File: config.mk
export PLATFORM = sky130hd
export DESIGN_NAME = wb_stage
export DESIGN_NICKNAME = d
export VERILOG_FILES = /design/src/rtl/wb_stage.sv
export SDC_FILE = /design/constraint.sdc
export NUM_CORES = 1
export LEC_CHECK = 0
export ABC_AREA = 1
export CAP_MARGIN = 20
export CORE_MARGIN = 4
export CORE_UTILIZATION = 30
export DETAILED_ROUTE_END_ITERATION = 10
export DONT_BUFFER_PORTS = 1
export PLACE_DENSITY_LB_ADDON = 0.15
export SLEW_MARGIN = 20
export SYNTH_ARGS = -nofsm -noshare
export SYNTH_HDL_FRONTEND = slang
export SYNTH_SLANG_ARGS = --single-unit
File: constraint.sdc
create_clock -name clk -period 2.93 [get_ports clk]
set_clock_uncertainty 0.2 [all_clocks]
set_input_delay 0.293 -clock clk [delete_from_list [all_inputs] [get_ports clk]]
set_output_delay 0.293 -clock clk [all_outputs]
set_load 0.05 [all_outputs]
File: src/rtl/wb_stage.sv
// Registered write-back stage: picks ALU / load / PC+4 / immediate results, aligns and extends
// sub-word loads, and waits on the memory response with an optional timeout.
module wb_stage #(
    parameter int XLEN    = 32,
    parameter int RA_W    = 5,
    parameter int TIMEOUT = 16
) (
    input  logic            clk,
    input  logic            rst,
    input  logic            in_valid,
    output logic            in_ready,
    input  logic [1:0]      wb_sel,
    input  logic            reg_write,
    input  logic [RA_W-1:0] rd,
    input  logic [XLEN-1:0] alu_result,
    input  logic [XLEN-1:0] pc,
    input  logic [XLEN-1:0] imm,
    input  logic [1:0]      load_size,
    input  logic            load_unsigned,
    input  logic [2:0]      byte_off,
    input  logic            mem_rvalid,
    input  logic [XLEN-1:0] mem_rdata,
    output logic            rf_we,
    output logic [RA_W-1:0] rf_waddr,
    output logic [XLEN-1:0] rf_wdata,
    output logic            busy,
    output logic            err
);

    localparam logic [1:0] SEL_ALU = 2'b00;
    localparam logic [1:0] SEL_MEM = 2'b01;
    localparam logic [1:0] SEL_PC4 = 2'b10;
    localparam logic [1:0] SEL_IMM = 2'b11;

    localparam logic [1:0] LS_BYTE = 2'b00;
    localparam logic [1:0] LS_HALF = 2'b01;
    localparam logic [1:0] LS_WORD = 2'b10;

    localparam int               CNT_W    = (TIMEOUT > 1) ? $clog2(TIMEOUT) : 1;
    localparam logic [CNT_W-1:0] CNT_LAST = CNT_W'((TIMEOUT > 0) ? TIMEOUT - 1 : 0);

    typedef enum logic [0:0] {
        IDLE,
        WAIT_MEM
    } state_t;

    state_t            state;
    logic [CNT_W-1:0]  wait_cnt;

    logic              reg_write_q;
    logic [RA_W-1:0]   rd_q;
    logic [1:0]        load_size_q;
    logic              load_unsigned_q;
    logic [2:0]        byte_off_q;

    logic              accept;
    logic [XLEN-1:0]   direct_result;
    logic [2:0]        off_eff;
    logic [XLEN-1:0]   shifted;
    logic              fill;
    logic [XLEN-1:0]   byte_ext;
    logic [XLEN-1:0]   half_ext;
    logic [XLEN-1:0]   word_ext;
    logic [XLEN-1:0]   load_data;

    assign in_ready = (state == IDLE) && !rst;
    assign accept   = in_valid && in_ready;

    always_comb begin
        direct_result = alu_result;
        case (wb_sel)
            SEL_PC4: direct_result = pc + XLEN'(4);
            SEL_IMM: direct_result = imm;
            default: direct_result = alu_result;
        endcase
    end

    // Misaligned offsets are rounded down to the access size; a 32-bit datapath has no byte_off[2].
    always_comb begin
        off_eff = byte_off_q;
        if (XLEN == 32) begin
            off_eff[2] = 1'b0;
        end
        case (load_size_q)
            LS_BYTE: off_eff = off_eff;
            LS_HALF: off_eff[0] = 1'b0;
            LS_WORD: off_eff[1:0] = 2'b00;
            default: off_eff = 3'b000;
        endcase
    end

    assign shifted = mem_rdata >> {off_eff, 3'b000};

    // Sign extension is done by OR-ing a fill mask above the field, which also works when the field is XLEN wide.
    always_comb begin
        fill = 1'b0;
        case (load_size_q)
            LS_BYTE: fill = !load_unsigned_q && shifted[7];
            LS_HALF: fill = !load_unsigned_q && shifted[15];
            default: fill = !load_unsigned_q && shifted[31];
        endcase
        byte_ext = XLEN'(shifted[7:0])  | ({XLEN{fill}} & ~XLEN'(8'hFF));
        half_ext = XLEN'(shifted[15:0]) | ({XLEN{fill}} & ~XLEN'(16'hFFFF));
        word_ext = XLEN'(shifted[31:0]) | ({XLEN{fill}} & ~XLEN'(32'hFFFF_FFFF));
        case (load_size_q)
            LS_BYTE: load_data = byte_ext;
            LS_HALF: load_data = half_ext;
            LS_WORD: load_data = word_ext;
            default: load_data = (XLEN == 64) ? shifted : word_ext;
        endcase
    end

    always_ff @(posedge clk) begin
        if (rst) begin
            state           <= IDLE;
            wait_cnt        <= '0;
            busy            <= 1'b0;
            err             <= 1'b0;
            rf_we           <= 1'b0;
            rf_waddr        <= '0;
            rf_wdata        <= '0;
            reg_write_q     <= 1'b0;
            rd_q            <= '0;
            load_size_q     <= 2'b00;
            load_unsigned_q <= 1'b0;
            byte_off_q      <= 3'b000;
        end else begin
            rf_we <= 1'b0;
            err   <= 1'b0;
            case (state)
                IDLE: begin
                    if (accept) begin
                        reg_write_q     <= reg_write;
                        rd_q            <= rd;
                        load_size_q     <= load_size;
                        load_unsigned_q <= load_unsigned;
                        byte_off_q      <= byte_off;
                        if (wb_sel == SEL_MEM) begin
                            state    <= WAIT_MEM;
                            busy     <= 1'b1;
                            wait_cnt <= '0;
                        end else if (reg_write && (rd != '0)) begin
                            rf_we    <= 1'b1;
                            rf_waddr <= rd;
                            rf_wdata <= direct_result;
                        end
                    end
                end
                WAIT_MEM: begin
                    // A response arriving on the expiry cycle still wins over the timeout.
                    if (mem_rvalid) begin
                        state <= IDLE;
                        busy  <= 1'b0;
                        if (reg_write_q && (rd_q != '0)) begin
                            rf_we    <= 1'b1;
                            rf_waddr <= rd_q;
                            rf_wdata <= load_data;
                        end
                    end else if ((TIMEOUT != 0) && (wait_cnt == CNT_LAST)) begin
                        state <= IDLE;
                        busy  <= 1'b0;
                        err   <= 1'b1;
                    end else begin
                        wait_cnt <= wait_cnt + CNT_W'(1);
                    end
                end
                default: begin
                    state <= IDLE;
                    busy  <= 1'b0;
                end
            endcase
        end
    end

endmodule

# Word-level counts from Yosys, hierarchy flattened
# Cells that the tools add are included.
totals:
  regBits: 56
  in_bits: 146
op_classes:
  n_addsub: 2
  eq_ne: 14
  shift: 1
  mux: 39
  n_bitwise: 3
  reduce_logical: 18
ops:
  columns: ["op", "count"]
  rows:
  - ["32-bit case mux with 2 select lines", 3]
  - ["32-bit 2-to-1 mux", 5]
  - ["32-bit by 3-bit adder with 32-bit output (second input constant)", 1]
  - ["16-bit by 32-bit bitwise OR with 32-bit output", 1]
  - ["8-bit by 32-bit bitwise OR with 32-bit output", 1]
  - ["32-bit by 5-bit >> shifter with 32-bit output", 1]
  - ["5-bit 2-to-1 mux", 5]
  - ["1-bit 2-to-1 mux", 16]
  - ["4-bit 2-to-1 mux", 4]
  - ["2-bit != test (second input constant)", 5]
  - ["5-bit case mux with 2 select lines", 1]
  - ["5-bit nonzero test", 2]
  - ["1-bit case mux with 2 select lines", 4]
  - ["4-bit case mux with 2 select lines", 1]
  - ["1-bit logical AND", 7]
  - ["2-bit by 1-bit != test with 1-bit output (second input constant)", 3]
  - ["5-bit AND reduction", 1]
  - ["4-bit by 1-bit adder with 4-bit output (second input constant)", 1]
  - ["2-bit by 1-bit == test with 1-bit output (second input constant)", 2]
  - ["2-bit == test (second input constant)", 2]
  - ["4-bit == test (second input constant)", 1]
  - ["4-bit AND reduction", 1]
  - ["3-bit by 2-bit != test with 1-bit output (second input constant)", 1]
  - ["3-bit AND reduction", 1]
  - ["other kinds (6)", 7]

# Depth between registers and ports, before layout
depth:
  word_depth: 11
  mapped_depth: 11
  ltp_nobuf: 11

# Least setup slack after synthesis
# Ideal clock, no wire load.
synth_path:
  kind: "input to register"
  from: "input port rst"
  to: "register rf_wdata[3]"
  setup_ns: 0.084
  arrival_time_ns: 1.654
  path_slack_ns: 0.992
  stages: 9
  path_buffers: 2
  cell_sequence: "buf_2 nor2_4 nand2_4 inv_4 nand4_1 nand2_2 nand2_4 buf_4 o31ai_2"
synth_via:
  elab_chain_cells: 5
synth_rtl:
  columns: ["item", "line", "text"]
  rows:
  - ["start: declaration", "9", "input logic rst,"]
  - ["1-bit zero test", "66", "assign in_ready = (state == IDLE) && !rst;"]
  - ["1-bit logical AND", "66", null]
  - ["named net in_ready", "11", "output logic in_ready,"]
  - ["1-bit logical AND", "67", "assign accept = in_valid && in_ready;"]
  - ["2-bit != test (no line)", null, null]
  - ["5-bit AND reduction (no line)", null, null]
  - ["end signal: assignment", "145", "rf_wdata <= direct_result;"]
  - ["end signal: assignment", "157", "rf_wdata <= load_data;"]
  - ["end: declaration", "25", "output logic [XLEN-1:0] rf_wdata,"]
# The timed path passes the listed nets, and every way through them passes these cells.
# A chain may end at the register's enable or synchronous reset.

# Worst setup path in the final report
layout_path:
  from: "register state"
  to: "register rf_wdata[6]"
layout_via:
  elab_chain_cells: 5
  elab_cells_between_ends: 10
  cone_classes: "eq/ne (5); mux (1); bitwise (1); reduce/logical (3)"
layout_rtl:
  columns: ["item", "line", "text"]
  rows:
  - ["start: declaration", "47", "state_t state;"]
  - ["start signal: assignment", "115", "state <= IDLE;"]
  - ["start signal: assignment", "139", "state <= WAIT_MEM;"]
  - ["start signal: assignment", "152", "state <= IDLE;"]
  - ["1-bit inverter (no line)", null, null]
  - ["1-bit logical AND", "66", null]
  - ["1-bit logical AND", "67", null]
  - ["2-bit != test (no line)", null, null]
  - ["5-bit AND reduction (no line)", null, null]
# Several ways; a longest one is shown, not always the timed one.

==> summary.txt <==
Run status
  – Outcome: finished clean

Synthesis
  – Top_reg_cell synth: dfxtp_1
  – Post-synth net total: between 800 and 900
  – Dominant cells by area after synthesis: dfxtp_1, nand2_1, nand3_1
  – Synth Warn #: 0
  – Async set-reset flop share out of synthesis: 0%
  – Per-instance average area after synthesis: approximately 6 um^2
  – Seq cells post-synth: between 50 and 60
  – Area fraction of the dominant cell type after synthesis: a little over a quarter
  – Syn Std Cell Area: approximately 4300 um^2
  – Post-synthesis cell count: approximately 720
  – Synth area leader: dfxtp_1
  – Synth cell types: 40
  – Post-synth EDFFs: 0
  – Sequential fraction of the synthesis area: approximately a quarter

Timing
  – Max-slew violations: 0
  – Final period util: 75.1%
  – Slew @ Worst Pin: a little over 0.9 ns
  – Hold Violations, Final: 0
  – Max Freq: about 450 MHz
  – Slew HR: 38.2%
  – Hold_ws: 0.00347 ns
  – Setup TNS: 0 ns
  – Unrepaired setup endpoints after global routing: false
  – Final setup vio count: 0
  – Final min period: between 2 and 2.5 ns

Cells and area
  – Util after Layout: approximately 33%
  – Final nets: 860
  – Fillers: around 1,600
  – Register area: between 1000 and 1500 um^2
  – Multi-input logic area: approximately 2700 um^2
  – Final Cell Area: roughly 4700 um^2
  – Most common cell after layout, fill and taps aside: nand2_1
  – Commonest non-fill, non-tap cells in the layout: nand2_1, nand3_1, inv_1
  – Area growth syn-to-layout: 8.76%
  – Diodes inserted: 0
  – Fraction of layout instances using a drive strength above 1: between 6 and 7%

Die
  – Core area: ~14,000 um^2
  – # rows: 43
  – Starting density of the core: 30.8%
  – Die X: 128 um
  – Die Y: 128 um
  – I/O Pins: roughly 190
  – Die Area: between 15,000 and 20,000 um^2

Worst setup path
  – Critical Path Fanout Max: 21
  – Worst setup path start: state
  – Worst path required time: approximately 3 ns
  – Reg-to-Reg Start: state
  – Setup CP Type: register to register
  – Reg2reg setup slack: between 0.7 and 0.8 ns
  – Critical path buffers and inverters: 2
  – Crit-path cells: nor2_4, nand2_4, inv_4, nand4_1, nand2_2, nand2_4, inv_2, o21ai_0, o21ai_1
  – CP peak stage delay: 0.41 ns
  – Worst Setup Start Kind: register
  – CP endpoint kind: register
  – CP arrival: between 2 and 2.5 ns
  – CP delay by family, top: simple AND/OR/NAND/NOR gates
  – CP most frequent cell: nand2_4
  – Critical path's slowest cell: dfxtp_2

Place
  – DPL Wire Length: 14,000 um
  – Port-buffer cells: 0
  – Routability cong.: 0.873
  – Cell area after placement: 4400 um^2

Clocking
  – Worst skew pair latency: 0.29 ns
  – CTS tree: yes
  – Clock sink count: 56
  – TritonCTS Buffers: 5
  – Clock buffer depth: 2
  – Root Buffer: clkbuf_16
  – Post-CTS setup buffers: 0
  – CTS resizes: 0
  – Hold buffer count at CTS: 11
  – H-tree levels: 2
  – CTS clock-pin slew for the worst setup and hold paths: 0.07 ns

Global routing
  – Pin count of the biggest net entering global routing: between 50 and 60
  – Initial antenna violation count: 0
  – Grt total ovfl: 0
  – Vias in the first global route: around 4,700
  – Gr usage total: between 20% and 30%
  – Global-route wire length before repair: roughly 26,000 um

Drt
  – Post-DR wirelength/cell: approximately 19 um
  – Vias per cell: roughly 5.3
  – Count of TritonRoute iterations in the first routing pass: 6
  – Total number of vias: 4,734
  – Wire length after detailed routing: 16,900 um
  – Initial DRC Count: approximately 260
  – Drt drc: 0
  – DRT antenna net count: 0

Pwr
  – Leak Pwr: between 1.5 and 2 nW
  – VDD IR-drop max: approximately 0.00032 V
  – Pwr Density: about 410 nW/um^2

Job
  – Max-cap violations: 0

Hold path
  – Worst Hold Class: input port to register
  – Hold Startpoint: load_unsigned
-- sequential cells by signal, summed over array words and instances, names as in the netlist --
name	cells
load_unsigned_q	1
rd_q	5
wait_cnt	4
busy	1
err	1
reg_write_q	1
byte_off_q	2
load_size_q	2
rf_waddr	5
rf_we	1
rf_wdata	32
state	1
-- layout make-up --
class / count / area share, %
flip-flops and latches: 56 / 24.1
repair buffers: 19 / 3.65
clock buffers: 6 / 2.98
well taps: 180 / 4.83
inverters: 66 / 5.37
clock inverters: 2 / 0.295
multi-input cells: 564 / 58.8
-- worst register-to-register path, stage by stage, from the launching register on --
cell and delay (ns):
dfxtp_2 0.41, nor2_4 0.16, nand2_4 0.14, inv_4 0.12, nand4_1 0.12, nand2_2 0.15, nand2_4 0.17, inv_2 0.37
o21ai_0 0.16, o21ai_1 0.13
-- routing by layer --
| layer | track usage, % | vias to the layer above | part of all wire, % | wire (um) |
|---|---|---|---|---|
| met4 | 3.72 | 0 | 1.6 | 264 |
| met3 | 7.82 | 21 | 11 | 1820 |
| li1 | - | 2391 | - | - |
| met2 | 35.9 | 192 | 48 | 8130 |
| met1 | 23.4 | 2130 | 39 | 6660 |
| met5 | 0 | - | 0 | 0 |
-- report_power, final --
part / total [mW] / internal (mW) / switching (mW)
clock: 0.631 / 0.343 / 0.288
combinational: 0.384 / 0.130 / 0.254
sequential: 0.875 / 0.788 / 0.0863
-- cells in the mapped netlist, types with 2 or more instances --
cell type and n:
buf_6 3, a221oi_1 22, a21oi_1 34, nand3_2 5, ha_1 2, o211ai_1 6
buf_2 12, o21ai_0 35, or2_2 7, inv_1 61, o21ai_1 15, buf_1 3
nand2_1 231, dfxtp_1 56, o22ai_1 3, nor2_2 2, nand2_4 2, inv_2 4
nand3_1 105, a211oi_1 2, nand4_1 10, buf_4 2, nor2_1 51, mux2i_1 4
nor2_4 3, nor3_1 11, clkbuf_1 15, nand2_2 3
-- path summary, 6_finish.rpt --
check / endpoint / cells past startpoint
worst max-delay path: rf_wdata[6] / 9
worst min-delay path: load_unsigned_q / 2
worst max register to register: rf_wdata[6] / 9
worst min register to register: reg_write_q / 2
-- cells by family (layout without fill, tap and decap cells) --
family | Yosys count | in the layout | synth area share, %
buffers and inverters | 101 | 93 | 9.95
and+or+nand+nor | 435 | 435 | 45.0
muxes | 4 | 4 | 0.934
xor gates and xnor gates | 1 | 1 | 0.204
DFF | 56 | 56 | 26.2
adders and majority gates | 2 | 2 | 0.584
AOI/OAI and AO/OA | 122 | 122 | 17.1
-- through the flow --
stage	setup slack (ns)	power (mW)	cells
after floorplan	0.992	1.17	721
after CTS	0.701	1.91	893
after global routing	0.511	1.99	893
after global placement	0.763	1.26	874
final	0.730	1.89	893
after detailed placement	0.729	1.27	874
(Power assumes the default switching activity.)
